File: config.mk
export PLATFORM = sky130hd
export DESIGN_NAME = fetch_unit
export DESIGN_NICKNAME = d
export VERILOG_FILES = /design/src/rtl/fetch_unit.sv
export SDC_FILE = /design/constraint.sdc
export NUM_CORES = 1
export LEC_CHECK = 0
export BUFFER_PORTS_ARGS = -buffer_cell sky130_fd_sc_hd__buf_2
export CORE_MARGIN = 8
export CORE_UTILIZATION = 45
export DETAILED_ROUTE_END_ITERATION = 16
export SYNTH_ARGS = -nofsm -noshare
export SYNTH_HDL_FRONTEND = slang
export SYNTH_SLANG_ARGS = --single-unit
File: constraint.sdc
create_clock -name clk -period 5.9 [get_ports clk]
set_input_delay 1.18 -clock clk [delete_from_list [all_inputs] [get_ports clk]]
set_output_delay 1.18 -clock clk [all_outputs]
set_load 0.05 [all_outputs]
File: src/rtl/fetch_unit.sv
// Instruction-fetch front end: PC generator feeding a DEPTH-entry {pc, instr} queue toward decode.
// Define FETCH_BYPASS_EN to let an acked word reach decode in the same cycle when the queue is empty.
`timescale 1ns/1ps
module fetch_unit #(
  parameter int unsigned     XLEN     = 32,
  parameter int unsigned     DEPTH    = 4,
  parameter logic [XLEN-1:0] RESET_PC = '0
) (
  input  logic                       clk,
  input  logic                       rst,
  output logic                       imem_req_o,
  output logic [XLEN-1:0]            imem_addr_o,
  input  logic [31:0]                imem_rdata_i,
  input  logic                       imem_ack_i,
  input  logic                       redirect_i,
  input  logic [XLEN-1:0]            redirect_pc_i,
  output logic                       valid_o,
  input  logic                       ready_i,
  output logic [31:0]                instr_o,
  output logic [XLEN-1:0]            pc_o,
  output logic [$clog2(DEPTH+1)-1:0] level_o
);

  localparam int PW = $clog2(DEPTH);
  localparam int CW = $clog2(DEPTH + 1);

  logic [XLEN-1:0] pc_q;
  logic [PW-1:0]   wr_q, rd_q;
  logic [CW-1:0]   count_q;
  logic [XLEN-1:0] pc_mem  [DEPTH];
  logic [31:0]     ins_mem [DEPTH];

  logic full, empty, ack_fire, push, pop;

  function automatic logic [PW-1:0] ptr_inc(input logic [PW-1:0] p);
    return p + PW'(1);
  endfunction

  assign full        = (count_q == CW'(DEPTH));
  assign empty       = (count_q == '0);
  assign imem_req_o  = !full && !redirect_i;
  assign imem_addr_o = pc_q;
  assign ack_fire    = imem_req_o && imem_ack_i;
  assign level_o     = count_q;

`ifdef FETCH_BYPASS_EN
  logic byp_valid;
  // ack_fire already excludes redirect, so the bypassed word is never stale
  assign byp_valid = empty && ack_fire;
  assign valid_o   = (!empty || byp_valid) && !redirect_i;
  assign instr_o   = byp_valid ? imem_rdata_i : ins_mem[rd_q];
  assign pc_o      = byp_valid ? pc_q : pc_mem[rd_q];
  assign pop       = valid_o && ready_i && !empty;
  assign push      = ack_fire && !(byp_valid && ready_i);
`else
  assign valid_o   = !empty && !redirect_i;
  assign instr_o   = ins_mem[rd_q];
  assign pc_o      = pc_mem[rd_q];
  assign pop       = valid_o && ready_i;
  assign push      = ack_fire;
`endif

  always_ff @(posedge clk or negedge rst) begin
    if (!rst) begin
      pc_q    <= RESET_PC;
      wr_q    <= '0;
      rd_q    <= '0;
      count_q <= '0;
      for (int i = 0; i < int'(DEPTH); i++) begin
        pc_mem[i]  <= '0;
        ins_mem[i] <= '0;
      end
    end else if (redirect_i) begin
      // target is forced word-aligned; any ack this cycle is dropped
      pc_q    <= redirect_pc_i & ~XLEN'(3);
      wr_q    <= '0;
      rd_q    <= '0;
      count_q <= '0;
    end else begin
      if (ack_fire) pc_q <= pc_q + XLEN'(4);
      if (push) begin
        pc_mem[wr_q]  <= pc_q;
        ins_mem[wr_q] <= imem_rdata_i;
        wr_q          <= ptr_inc(wr_q);
      end
      if (pop) rd_q <= ptr_inc(rd_q);
      count_q <= count_q + CW'(push) - CW'(pop);
    end
  end

endmodule

==> results of run 1 <==
critical path: stages, from the launching register on:
cell and delay, ps:
dfrtp_4 810, buf_4 500, mux4_2 580, buf_2 230
routing by layer:
layer | wire length, um | share of wire, % | vias up | GRT usage (%)
li1 | - | - | 3523 | -
met1 | 13800 | 47 | 4043 | 24.1
met2 | 13300 | 45 | 184 | 26.3
met3 | 1790 | 6.1 | 38 | 3.99
met4 | 453 | 1.5 | 4 | 3.42
met5 | 27 | 0.092 | - | 0
through the flow:
step           worst slack [ps]  utilization [%]
3_5_place_dp               1700             48.9
5_1_grt                    1810             52.5
2_1_floorplan              2490                -
3_3_place_gp               1730             48.9
4_1_cts                    1900             52.5
6_report                   2000             52.5
worst paths after layout:
path | from | to | slack, ps | cells past startpoint
setup / recovery | rd_q[0] | pc_o[4] | 2000 | 3
hold / removal | pc_mem[55] | pc_mem[55] | 480 | 1
setup reg to reg | level_o[1] | level_o[2] | 2710 | 10
hold reg to reg | pc_mem[55] | pc_mem[55] | 480 | 1
max in group asynchronous | rst | pc_mem[98] | 4070 | 2
min in group asynchronous | rst | ins_mem[98] | 570 | 1
final cells by class:
cell class                      count  area [um^2]  area share (%)
Inverter                           10         37.5           0.248
Clock inverter                     15          158            1.04
Multi-Input combinational cell    508         5520            36.5
Sequential cell                   285         7140            47.2
Clock buffer                       43          881            5.83
Tap cell                          384          480            3.18
Timing Repair Buffer              171          898            5.95
cell usage after synthesis, types with 12 or more instances:
cell / instances
mux2_2: 223
buf_6: 27
a31oi_1: 19
or4_1: 18
nand3_1: 12
nand2_1: 22
nor2_1: 27
buf_2: 15
clkbuf_1: 20
dfrtp_1: 285
o31ai_1: 16
mux2_1: 25
mux4_2: 62
flip-flops by register name, indices dropped and copies added (netlist names):
register / flops
wr_q: 2
pc_mem: 120
level_o: 3
ins_mem: 128
rd_q: 2
imem_addr_o: 30
kinds of logic (layout without fill, tap and decap cells):
family / Yosys count / after routing / share of synthesized area [%]
adder cells (fa/ha/maj): 8 / 8 / 0.817
buffers and inverters: 79 / 239 / 4.08
XOR/XNOR: 11 / 11 / 0.731
flip-flops: 285 / 285 / 54.1
other: 1 / 4 / 0.0285
multiplexers: 311 / 311 / 31.9
AO/OA/AOI/OAI: 50 / 50 / 2.50
AND/OR/NAND/NOR: 124 / 124 / 5.84
where the power goes:
| group | switching (mW) | internal, mW | leakage (nW) |
|---|---|---|---|
| combinational | 2.04 | 1.36 | 2.70 |
| sequential | 0.451 | 2.73 | 3.55 |
| clock | 0.778 | 1.17 | 0.522 |
| total | 3.27 | 5.26 | 6.78 |
==> impl_metrics.toml, run 1 <==
[finish]
final_nets = 1084
final_common_cell = "dfrtp_1"
n_antenna_cell = 0
nFillCells = 2449
post_route_cells_drive_above_1_share_pct = 50.4
design_area_um2 = 15100
mostFrequentLayoutCells = "dfrtp_1 (283), mux2_2 (223), buf_2 (162)"
areaGrowthSynthToFinish_pct = 14.7
stdcell_count = 1416

[routing]
wl_per_cell_um = 20.7
vias = 7792
viasPerCell = 5.50
drtIter0Drc = 328
wl_mm = 29.3
ant_nets = 0
drc = 0
drtPass1Iterations = 4

[placed_design]
placedCellCount = 1358
finalWeightedCongestion = 0.746
dpl_cell_area_um2 = 14100
hpwlAfterDp_mm = 18.0
port_buffers = 163

[sta]
final_max_slew_viol_count = 0
whs_ps = 484
layout_min_cycle_time_ps = 3900
worst_pin_slew_ps = 847
relSlewSlack_pct = 43.6
tns_ps = 0
timing.final.hold_violations = 0
clock_skew_ps = 16.0
setup_viol = 0
rsz0062_at_grt = "false"
max_freq_mhz = 257
fin_crit_sh_pct = 66.1

[clock_network]
cts_sinks = 285
root_buffer = "clkbuf_16"
cts_buffers = 31
clk_path_buf_depth = 3
post_cts_buffers = 0
cts_tree = "done"
h-tree-depth = 1
insertion_delay_ps = 550
clk_pin_slew_ps = 60
cts-hold-fix-buffers = 0
cts_resized = 0

[synthesis]
ys.flop_type = "dfrtp_1"
yosysUniqueCellTypes = 44
synth_seq_area_share_pct = 54.1
synth_edf_count = 0
synth_top_cell_area_share_pct = 54.1
async_flop_share_pct = 100
netlist_instances = 869
synth_largest_area_cell = "dfrtp_1"
avgSynthCellArea_um2 = 15.2
netlist_area_um2 = 13200
ys_warn_count = 0
ys_seq_elements = 285
synthTopCellsByArea = "dfrtp_1 (54%), mux2_2 (19%), mux4_2 (11%)"

[grt]
grt_pass1_wl_mm = 48.7
grt_max_degree = 112
grt_pass1_vias = 8459
antenna_found_initial = 2
grt_util_all_layers_pct = 17.0
grt-ovfl-total = 0

[power]
finalPower_mw = 8.52
leakage_nw = 6.78
powerDensity_nw_per_um2 = 564
ir_drop_v = 0.000325

[die]
start_util_pct = 45.8
dieWidth_um = 187
die_height_um = 187
rows = 62
coreArea_um2 = 28800
dieArea_um2 = 35000
boundaryPins = 170

[setup_path]
critical_path_class = "reg -> out"
crit_path_end_kind = "output pin"
cp.arrival_ps = 2720
path_max_fanout = 30
cp.required_ps = 4720
cp-start-kind = "register"

[run]
maxCapViolations = 0

[status]
status = "completed"

[worst_hold_path]
hold_class = "reg -> reg"
Power figures use the tool's default switching activity.
==> run 2, diff against run 1 <==
--- a/config.mk
+++ b/config.mk
@@ -9,6 +9,7 @@
 export CORE_MARGIN = 8
 export CORE_UTILIZATION = 45
 export DETAILED_ROUTE_END_ITERATION = 16
+export PLACE_DENSITY = 0.67
 export SYNTH_ARGS = -nofsm -noshare
 export SYNTH_HDL_FRONTEND = slang
 export SYNTH_SLANG_ARGS = --single-unit
==> constraint.sdc (replaced) <==
create_clock -name clk -period 3.3 [get_ports clk]
set_input_delay 0.66 -clock clk [delete_from_list [all_inputs] [get_ports clk]]
set_output_delay 0.66 -clock clk [all_outputs]
set_load 0.05 [all_outputs]
==> run 2 against run 1 <==
Compared with the run above:
- utilization increased by 0.75 points
- cell count is 0.35% higher
- register-to-register slack got worse by 2000 ps
- die area did not move
- hold slack worse by 360 ps
- cell area grew 1.4%
- clock skew down 3.3 ps
- routed wire length is 1.0% higher
- critical endpoint unchanged
- non-clock buffer count grew 6
- largest power group unchanged
- sequential share of layout area is 0.65 points lower
- sequential cell count unchanged
==> impl_metrics.toml, run 2 (same netlist as run 1, synthesis figures left out) <==
[placed_design]
dpl_cell_area_um2 = 14200
port_buffers = 163
placedCellCount = 1364
hpwlAfterDp_mm = 18.6
finalWeightedCongestion = 0.764

[setup_path]
cp.required_ps = 2640
r2r_setup_slack_ps = 750
crit_path_end_kind = "output pin"
critical_path_class = "reg -> out"
cp.arrival_ps = 2310
path_max_fanout = 20
cp-start-kind = "register"

[sta]
layout_min_cycle_time_ps = 2970
worst_pin_slew_ps = 634
clock_skew_ps = 12.7
tns_ps = 0
rsz0062_at_grt = "false"
fin_crit_sh_pct = 90.1
timing.final.hold_violations = 0
relSlewSlack_pct = 57.6
setup_viol = 0
final_max_slew_viol_count = 0
max_freq_mhz = 336

[routing]
drtPass1Iterations = 4
wl_per_cell_um = 20.8
drtIter0Drc = 303
wl_mm = 29.6
viasPerCell = 5.63
ant_nets = 0
vias = 7994
drc = 0

[die]
start_util_pct = 45.8
rows = 62
coreArea_um2 = 28800
dieWidth_um = 187
dieArea_um2 = 35000
boundaryPins = 170
die_height_um = 187

[power]
p_comb_share_pct = 39.4
power_frac_clock_pct = 24.4
p_sw_share_pct = 37.7
power.switching_mw = 5.91
powerDensity_nw_per_um2 = 1020
ir_drop_v = 0.000693
leakage_nw = 6.86
seqPwrFrac_pct = 36.2
internal_power_mw = 9.79

[finish]
nFillCells = 2389
n_antenna_cell = 0
final_nets = 1093
mostFrequentLayoutCells = "dfrtp_1 (283), mux2_2 (223), buf_2 (162)"
top_register = "ins_mem"
stdcell_count = 1421
post_route_cells_drive_above_1_share_pct = 50.6
design_area_um2 = 15300
areaGrowthSynthToFinish_pct = 16.3
final_common_cell = "dfrtp_1"
largest_reg_flops = 128

[clock_network]
root_buffer = "clkbuf_16"
h-tree-depth = 2
post_cts_buffers = 0
cts-hold-fix-buffers = 0
clk_path_buf_depth = 3
clk_pin_slew_ps = 60
cts_buffers = 34
cts_tree = "done"
cts_sinks = 285
insertion_delay_ps = 500
cts_resized = 0

[status]
status = "completed"

[worst_hold_path]
hold_class = "in -> async"

[grt]
grt_pass1_vias = 8622
grt_max_degree = 73
grt_util_all_layers_pct = 16.9
grt-ovfl-total = 0
grt_pass1_wl_mm = 48.2
antenna_found_initial = 1

[run]
maxCapViolations = 0
-- run 2: cell types whose count changed in the layout (fill, tap and decap cells not counted), moves of 2 or more --
cell,before,now
clkbuf_16,31,35
clkinv_2,10,5
clkbuf_8,6,4
bufinv_16,3,5
buf_12,1,6
-- run 2: critical path: stages, from the launching register on --
cell and delay (ps):
dfrtp_4 700, buf_4 310, mux4_2 560, buf_2 230
-- run 2: per-layer routing --
| metal | wire [um] | up-vias | track usage [%] |
|---|---|---|---|
| met5 | 13 | - | 0 |
| met4 | 483 | 2 | 3.88 |
| met3 | 1910 | 45 | 4.79 |
| met2 | 13800 | 203 | 26.5 |
| met1 | 13500 | 4213 | 23.1 |
| li1 | - | 3531 | - |
-- run 2: path summary, 6_finish.rpt --
check,start,to,cells past startpoint
worst max-delay path,rd_q[0],pc_o[4],3
worst min-delay path,rst,ins_mem[102],1
worst max register to register,level_o[1],level_o[2],11
worst min register to register,pc_mem[45],pc_mem[45],1
max in group asynchronous,rst,imem_addr_o[6],2
min in group clk,redirect_pc_i[8],imem_addr_o[8],3
-- run 2: area by class of cell --
cell class | count | area [um^2] | share of cell area (%)
well taps | 384 | 480 | 3.14
inverters | 10 | 37.5 | 0.245
clock buffers | 45 | 953 | 6.22
flip-flops and latches | 285 | 7140 | 46.6
repair buffers | 177 | 1010 | 6.56
clock inverters | 12 | 191 | 1.25
multi-input cells | 508 | 5520 | 36.0
-- run 2: power by group through the flow --
| stage | logic, mW | clock network [mW] | registers [mW] |
|---|---|---|---|
| after floorplan | 4.99 | 0 | 5.56 |
| after global placement | 6.19 | 0 | 5.68 |
| after detailed placement | 6.28 | 0 | 5.74 |
| after CTS | 6.29 | 3.93 | 5.68 |
| after global routing | 6.57 | 4.07 | 5.87 |
| final | 6.19 | 3.83 | 5.68 |
-- run 2: metrics by stage --
step | total power [mW] | setup WS [ps] | util [%] | hold slack [ps]
floorplan | 10.6 | 637 | - | 364
global placement | 11.9 | 789 | 49.3 | 470
detailed placement | 12.0 | 750 | 49.3 | 480
CTS | 15.9 | 259 | 53.2 | 136
global route | 16.5 | 192 | 53.2 | 148
finish | 15.7 | 327 | 53.2 | 123
==> run 3, diff against run 2 <==
--- a/config.mk
+++ b/config.mk
@@ -5,11 +5,12 @@
 export SDC_FILE = /design/constraint.sdc
 export NUM_CORES = 1
 export LEC_CHECK = 0
-export BUFFER_PORTS_ARGS = -buffer_cell sky130_fd_sc_hd__buf_2
+export BUFFER_PORTS_ARGS = -buffer_cell sky130_fd_sc_hd__buf_4
 export CORE_MARGIN = 8
 export CORE_UTILIZATION = 45
 export DETAILED_ROUTE_END_ITERATION = 16
 export PLACE_DENSITY = 0.67
+export REMOVE_ABC_BUFFERS = 1
 export SYNTH_ARGS = -nofsm -noshare
 export SYNTH_HDL_FRONTEND = slang
 export SYNTH_SLANG_ARGS = --single-unit
==> run 3 against run 2 <==
Compared with the run above:
- sequential share of layout area shrank 0.95 points
- die area is the same
- first-iteration DRC count grew 31%
- clock skew shrank 5.2 ps
- non-clock buffer count is the same
- sequential power shrank 0.9%
- clock power shrank 6.0%
- cell count shrank 0.21%
- critical path type unchanged
==> impl_metrics.toml, run 3 (same netlist as run 1, synthesis figures left out) <==
[finish]
top_register = "ins_mem"
post_route_cells_drive_above_1_share_pct = 50.6
areaGrowthSynthToFinish_pct = 18.7
design_area_um2 = 15600
final_common_cell = "dfrtp_1"
mostFrequentLayoutCells = "dfrtp_1 (283), mux2_2 (223), buf_4 (171)"
largest_reg_flops = 128
stdcell_count = 1418
post-route-util_pct = 54.4
final_nets = 1089
n_antenna_cell = 0

[sta]
layout_min_cycle_time_ps = 2840
fin_crit_sh_pct = 86.0
max_freq_mhz = 352
rsz0062_at_grt = "false"
final_max_slew_viol_count = 0
whs_ps = 60.8
clock_skew_ps = 7.48
relSlewSlack_pct = 57.8
worst_pin_slew_ps = 632
setup_viol = 0
final.setup.worst_slack_ps = 461
timing.final.hold_violations = 0

[run]
maxCapViolations = 0

[clock_network]
clk_path_buf_depth = 3
cts_sinks = 285
h-tree-depth = 1
cts_resized = 0
root_buffer = "clkbuf_16"
cts-hold-fix-buffers = 0
cts_tree = "done"
clk_pin_slew_ps = 60
insertion_delay_ps = 550
post_cts_buffers = 0
cts_buffers = 30

[routing]
wl_per_cell_um = 21.2
drtIter0Drc = 396
viasPerCell = 5.56
vias = 7884
drtPass1Iterations = 4
drc = 0
wl_mm = 30.0
ant_nets = 0

[setup_path]
crit_path_end_kind = "output pin"
path_max_fanout = 18
r2r_setup_slack_ps = 800
cp.arrival_ps = 2180
cp-start-kind = "register"
cp.required_ps = 2640
critical_path_class = "reg -> out"

[die]
rows = 62
start_util_pct = 45.8
dieArea_um2 = 35000
boundaryPins = 170
dieWidth_um = 187
coreArea_um2 = 28800
die_height_um = 187

[grt]
grt_pass1_wl_mm = 48.5
grt-ovfl-total = 0
grt_util_all_layers_pct = 17.0
grt_pass1_vias = 8504
antenna_found_initial = 1
grt_max_degree = 75

[power]
powerDensity_nw_per_um2 = 1010
leakage_nw = 6.96
ir_drop_v = 0.000473

[status]
status = "completed"

[placed_design]
dpl_cell_area_um2 = 14600
hpwlAfterDp_mm = 18.3
finalWeightedCongestion = 0.735
place_ws_ps = 805
placedCellCount = 1364
port_buffers = 163

[worst_hold_path]
hold_class = "in -> async"
## run 3: per-layer routing
layer | track usage, % | vias up | wire length [um]
li1 | - | 3516 | -
met1 | 23.7 | 4136 | 14000
met2 | 27.1 | 185 | 14000
met3 | 3.41 | 45 | 1430
met4 | 3.97 | 2 | 564
met5 | 0 | - | 13
## run 3: final cells by class
| cell class | count | area, um^2 |
|---|---|---|
| clock buffers | 46 | 932 |
| clock inverters | 8 | 140 |
| fillers | 2391 | 13100 |
| inverters | 10 | 37.5 |
| multi-input cells | 508 | 5520 |
| flip-flops and latches | 285 | 7140 |
| well taps | 384 | 480 |
| repair buffers | 177 | 1400 |
## run 3: path summary, 6_finish.rpt
check                                      end        startpoint  cells past startpoint
worst max-delay path                  pc_o[31]           rd_q[1]                      3
worst min register to register      pc_mem[45]        pc_mem[45]                      1
min in group clk                imem_addr_o[2]  redirect_pc_i[2]                      3
worst max register to register      level_o[2]        level_o[1]                     11
max in group asynchronous           pc_mem[49]               rst                      2
worst min-delay path               ins_mem[95]               rst                      1
## run 3: stage by stage
step | TNS (ps) | total power, mW
after floorplan | -43490 | 10.5
after global placement | 0 | 12.2
after detailed placement | 0 | 12.4
after CTS | 0 | 16.1
after global routing | 0 | 16.7
final | 0 | 15.9
## run 3: power breakdown
part / total (mW) / switching [mW] / internal (mW)
Combinational: 6.62 / 3.76 / 2.87
Clock: 3.60 / 1.37 / 2.24
Sequential: 5.63 / 0.745 / 4.89
## run 3: critical path: stages (launching register included)
cell	delay, ps
dfrtp_4	640
buf_4	360
mux4_2	390
buf_4	210
